$ cat config.mk
export PLATFORM = sky130hd
export DESIGN_NAME = multichannel_amplitude_detector
export DESIGN_NICKNAME = d
export VERILOG_FILES = /design/src/rtl/multichannel_amplitude_detector.sv
export SDC_FILE = /design/constraint.sdc
export NUM_CORES = 1
export LEC_CHECK = 0
export ABC_AREA = 1
export CAP_MARGIN = 25
export CORE_MARGIN = 3
export CORE_UTILIZATION = 28
export DETAILED_ROUTE_END_ITERATION = 8
export PLACE_DENSITY = 0.48
export SLEW_MARGIN = 20
export SYNTH_ARGS = -nofsm -noshare
export SYNTH_HDL_FRONTEND = slang
export SYNTH_SLANG_ARGS = --single-unit
export TNS_END_PERCENT = 10
$ cat constraint.sdc
create_clock -name i_clock -period 5.9 [get_ports i_clock]
set_input_delay 1.475 -clock i_clock [delete_from_list [all_inputs] [get_ports i_clock]]
set_output_delay 1.475 -clock i_clock [all_outputs]
set_load 0.02 [all_outputs]
$ cat src/rtl/multichannel_amplitude_detector.sv
// Multichannel amplitude detector: peak-absolute or half peak-to-peak over a window of
// sample strobes, gated by the IAGC status word, with a one-cycle valid per result.
module multichannel_amplitude_detector #(
  parameter int unsigned NB_CHANNELS          = 2,
  parameter int unsigned IAGC_STATUS_SIZE     = 4,
  parameter int unsigned SAMPLER_DATA_SIZE    = 16,
  parameter int unsigned AMPLITUDE_COUNT_SIZE = 16,
  parameter logic [IAGC_STATUS_SIZE-1:0] MEASURE_STATUS = 4'b0001
) (
  input  logic                                       i_clock,
  input  logic                                       i_reset,
  input  logic                                       i_sample,
  input  logic [IAGC_STATUS_SIZE-1:0]                i_iagc_status,
  input  logic                                       i_mode,
  input  logic [NB_CHANNELS*SAMPLER_DATA_SIZE-1:0]   i_data,
  input  logic [AMPLITUDE_COUNT_SIZE-1:0]            i_amplitude_count,
  output logic [NB_CHANNELS*SAMPLER_DATA_SIZE-1:0]   o_amplitude,
  output logic                                       o_valid,
  output logic                                       o_busy
);

  localparam int unsigned W  = SAMPLER_DATA_SIZE;
  localparam int unsigned CW = AMPLITUDE_COUNT_SIZE;

  typedef enum logic [1:0] {StIdle, StAcquire, StDone} state_e;

  state_e              state_q;
  logic                sample_q;
  logic                mode_q;
  logic                valid_q;
  logic [CW-1:0]       count_q;
  logic [CW-1:0]       cnt_q;
  logic [CW-1:0]       cnt_inc;
  logic [NB_CHANNELS*W-1:0] amp_q;
  logic [NB_CHANNELS*W-1:0] result;
  logic                strobe;
  logic                measure;
  logic                start_ok;
  logic                update;
  logic                first;

  assign strobe   = i_sample & ~sample_q;
  assign measure  = (i_iagc_status == MEASURE_STATUS);
  assign start_ok = measure && (i_amplitude_count != '0);
  assign cnt_inc  = cnt_q + 1'b1;
  // Abort has priority, so a strobe only counts while status still enables measurement.
  assign update   = (state_q == StAcquire) && measure && strobe;
  assign first    = (cnt_q == '0);

  for (genvar n = 0; n < NB_CHANNELS; n++) begin : g_ch
    logic signed [W-1:0] sample;
    logic signed [W-1:0] max_q;
    logic signed [W-1:0] min_q;
    logic signed [W:0]   mx_ext;
    logic signed [W:0]   mn_ext;
    logic signed [W:0]   abs_mx;
    logic signed [W:0]   abs_mn;
    logic signed [W:0]   diff;
    logic [W:0]          peak;

    assign sample = i_data[n*W +: W];

    always_ff @(posedge i_clock or posedge i_reset) begin
      if (i_reset) begin
        max_q <= '0;
        min_q <= '0;
      end else if (update) begin
        if (first || (sample > max_q)) max_q <= sample;
        if (first || (sample < min_q)) min_q <= sample;
      end
    end

    // One extra bit so |-2^(W-1)| and max-min are representable before narrowing.
    assign mx_ext = {max_q[W-1], max_q};
    assign mn_ext = {min_q[W-1], min_q};
    assign abs_mx = mx_ext[W] ? -mx_ext : mx_ext;
    assign abs_mn = mn_ext[W] ? -mn_ext : mn_ext;
    assign peak   = (abs_mx > abs_mn) ? abs_mx : abs_mn;
    assign diff   = mx_ext - mn_ext;

    assign result[n*W +: W] = mode_q ? diff[W:1] : peak[W-1:0];
  end

  always_ff @(posedge i_clock or posedge i_reset) begin
    if (i_reset) begin
      state_q  <= StIdle;
      sample_q <= 1'b0;
      mode_q   <= 1'b0;
      valid_q  <= 1'b0;
      count_q  <= '0;
      cnt_q    <= '0;
      amp_q    <= '0;
    end else begin
      sample_q <= i_sample;
      valid_q  <= 1'b0;
      unique case (state_q)
        StIdle: begin
          if (start_ok) begin
            state_q <= StAcquire;
            count_q <= i_amplitude_count;
            mode_q  <= i_mode;
            cnt_q   <= '0;
          end
        end
        StAcquire: begin
          if (!measure) begin
            state_q <= StIdle;
          end else if (strobe) begin
            cnt_q <= cnt_inc;
            if (cnt_inc == count_q) state_q <= StDone;
          end
        end
        StDone: begin
          amp_q   <= result;
          valid_q <= 1'b1;
          cnt_q   <= '0;
          if (start_ok) begin
            state_q <= StAcquire;
            count_q <= i_amplitude_count;
            mode_q  <= i_mode;
          end else begin
            state_q <= StIdle;
          end
        end
        default: state_q <= StIdle;
      endcase
    end
  end

  assign o_amplitude = amp_q;
  assign o_valid     = valid_q;
  assign o_busy      = (state_q != StIdle);

endmodule
==> run summary <==
all-layer global routing usage - 0.1737
area of the die - 46510 sq um
most frequent cells after synthesis - nand2_1 (607), inv_1 (219), nand3_1 (191)
CTS Hold Bufs - 0
clock slew at reported path FFs - 0.06 ns
Max Clk Rate - 253.1 MHz
CP startpoint kind - register
sequential share of the synthesized area - 0.2704
gp weighted congestion - 0.8677
R2R Setup Slk - 1.95 ns
sw frac - 0.4802
fin crit share - 0.6697
PostCTS Resize Cnt - 0
IO Port Bufs - 89
worst rel slew slack - 0.3528
hold path cells - 2
VDD IR max - 0.1691 mV
I/O Pins - 90
RSZ-0062 raised after global routing - false
Hold Crit Endpoint - o_amplitude[28]$_DFFE_PP0P_
CTS tree - yes
final net count - 2112
worst hold path type - register to register
synthesized area - 12310 sq um
Post-CTS Setup Inserts - 0
area grow syn2layout - 16.92%
largest net degree at the start of global routing - 71
layout cells sized above 1 - 0.05065
max-cap viol count - 0
# diodes - 0
CP arrival - 4.32 ns
Starting Density - 0.2845
routed via count - 12027
Cell variety after synth - 50
most common cell in the synthesized netlist - nand2_1
grt total ovfl - 0
final antenna-violating net count - 0
fin util - 0.3326
dpl ws - 1.879 ns
number of synthesized flops with an enable pin - 0
Max Root-Sink Buffers - 2
Final WS setup - 1.949 ns
clk_skew - 0.008695 ns
row count - 76
synth warn - 0
status - complete, no violations
Die Width - 215.7 um
R2R Path End - o_amplitude[22]$_DFFE_PP0P_
R2R depth - 21
Syn Area/Cell - 6.668 sq um
vias per std cell - 4.773
combinational share of power - 0.549
post-layout min period - 3.951 ns
Final Power - 0.005051 W
crit end category - register
die height - 215.7 um
clock network fraction of design power - 0.220
Async SR Flop Fraction - 1.000
Placeable Area - 43270 sq um
wire per inst - 15.54 um
Synth area leader - dfrtp_1
FF-to-FF Start - g_ch[1].min_q[1]$_DFFE_PP0P_
setup TNS - 0 ns
later-pin clock latency in the skew report - 0.48 ns
worst-path maximum fanout - 26
setup violators final - 0
CTS Buf Count - 17
sequential power share - 0.231
TritonCTS Sinks - 133
Worst Tran Pin Value - 0.9708 ns
HP Start - o_amplitude[28]$_DFFE_PP0P_
post-synth top area share - 0.2704
top_reg_cell synth - dfrtp_1
Leakage Power - 7.185 nW
clk root buf - clkbuf_16
DPL Wire Length - 31620 um
vias in the first global route - 11570
1st-pass router iterations - 5
Pint - 0.002625 W
number of DRC markers in iteration 0 - 711
Cell Pwr Density - 351.0 nW/um^2
kind of critical path - register to register
Total Routed Length - 39170 um
WP data required - 6.27 ns
DR DRC count - 0
Slew Viols, Final - 0
hold violation count in the final report - 0
initial antenna violation count - 0
Post-Syn Instances - 1846
Seq cells post-synth - 133
most area-consuming cells after synthesis - dfrtp_1 (27%), nand2_1 (19%), ha_1 (13%)
first-pass GRT wire length - 63860 um
Net Sw Power - 0.002426 W
H-tree depth - 4
[cells by family after synthesis]
group           after synthesis  synth area share
flops                       133            0.2704
fa+ha+maj                   134            0.1374
other cells                   2         0.0006101
simple gates               1040            0.3679
xor+xnor                     58           0.04239
compound gates              209           0.09301
buf+inv                     270           0.08833
[per-layer routing]
layer / track usage / routed length (um) / vias to the layer above
met5: 0 / 0 / -
met4: 0.05265 / 754 / 0
met2: 0.2724 / 17430 / 262
li1: - / - / 6178
met1: 0.2419 / 19210 / 5552
met3: 0.03379 / 1776 / 35
[worst max-delay path, stage by stage, from the launching register on]
cell	delay, ns
dfrtp_1	0.45
inv_1	0.21
ha_1	0.22
nand3_1	0.21
nor3_1	0.51
or2_2	0.22
xor2_1	0.21
inv_1	0.07
ha_1	0.30
nand2_1	0.07
nor2_2	0.15
nand2_1	0.07
nor2_1	0.10
nand2_1	0.10
nand3_2	0.09
nand2_2	0.09
nand2_4	0.24
inv_1	0.14
nand2_1	0.08
nand3_1	0.11
nand3_1	0.14
nand2_1	0.05
[registers in the layout, indices dropped and copies added, names as in the netlist]
name / flops
sample_q: 1
o_valid: 1
g_ch.min_q: 32
count_q: 16
cnt_q: 16
o_amplitude: 32
g_ch.max_q: 32
state_q: 2
mode_q: 1
[cell type report]
class	instances	area (sq um)
clock buffer	18	429.2
clock inverter	14	160.2
fill	4745	28870
inverter	228	860.8
multi-input combinational	1445	7911
sequential	133	3328
tap	585	732.0
timing repair buffer	97	970.9
[power groups by stage]
stage          Sequential, W  Combinational (W)  Clock [W]
3_5_place_dp         0.00118            0.00276          0
6_report             0.00117            0.00277    0.00111
5_1_grt              0.00119            0.00319    0.00118
3_3_place_gp         0.00118            0.00273          0
4_1_cts              0.00117            0.00277    0.00115
2_1_floorplan        0.00111            0.00211          0
[how the worst max path moves through the flow]
stage	startpoint	end	slack [ns]	depth (start not counted)
after detailed placement	i_data[5]	g_ch[0].min_q[0]$_DFFE_PP0P_	1.88	12
after global placement	i_data[19]	g_ch[1].max_q[0]$_DFFE_PP0P_	1.94	13
final	g_ch[1].min_q[1]$_DFFE_PP0P_	o_amplitude[22]$_DFFE_PP0P_	1.95	21
after global routing	g_ch[0].min_q[1]$_DFFE_PP0P_	o_amplitude[10]$_DFFE_PP0P_	1.54	23
after floorplan	i_reset	cnt_q[0]$_DFFE_PP0P_	0.87	1
after CTS	g_ch[1].min_q[1]$_DFFE_PP0P_	o_amplitude[24]$_DFFE_PP0P_	1.93	21
[stage by stage]
stage,hold slack (ns),cells,area (sq um)
global placement,0.4551,2487,13770
finish,0.4763,2520,14390
floorplan,0.4419,1848,12320
CTS,0.4814,2520,14390
detailed placement,0.4647,2488,13800
global route,0.4978,2520,14390
[cell usage in the layout, fill, tap and decap left out, types with 6 or more instances in the layout]
cell             count
clkbuf_16           17
or2_2                7
o21bai_1             6
ha_1               132
buf_4                7
clkinv_2             6
a21oi_1             83
dfrtp_1            133
nor3_2               6
inv_2                6
nor3_1              16
nand2_2             10
a31oi_1              8
inv_1              218
o21ai_1              9
nor2_1             129
clkdlybuf4s50_1     89
nand2_1            607
o22ai_1             11
nor2_2               6
nand4_1             31
nand3b_1             7
o21ai_0             70
nand3_1            191
xor2_1              56
(Power assumes the default switching activity.)
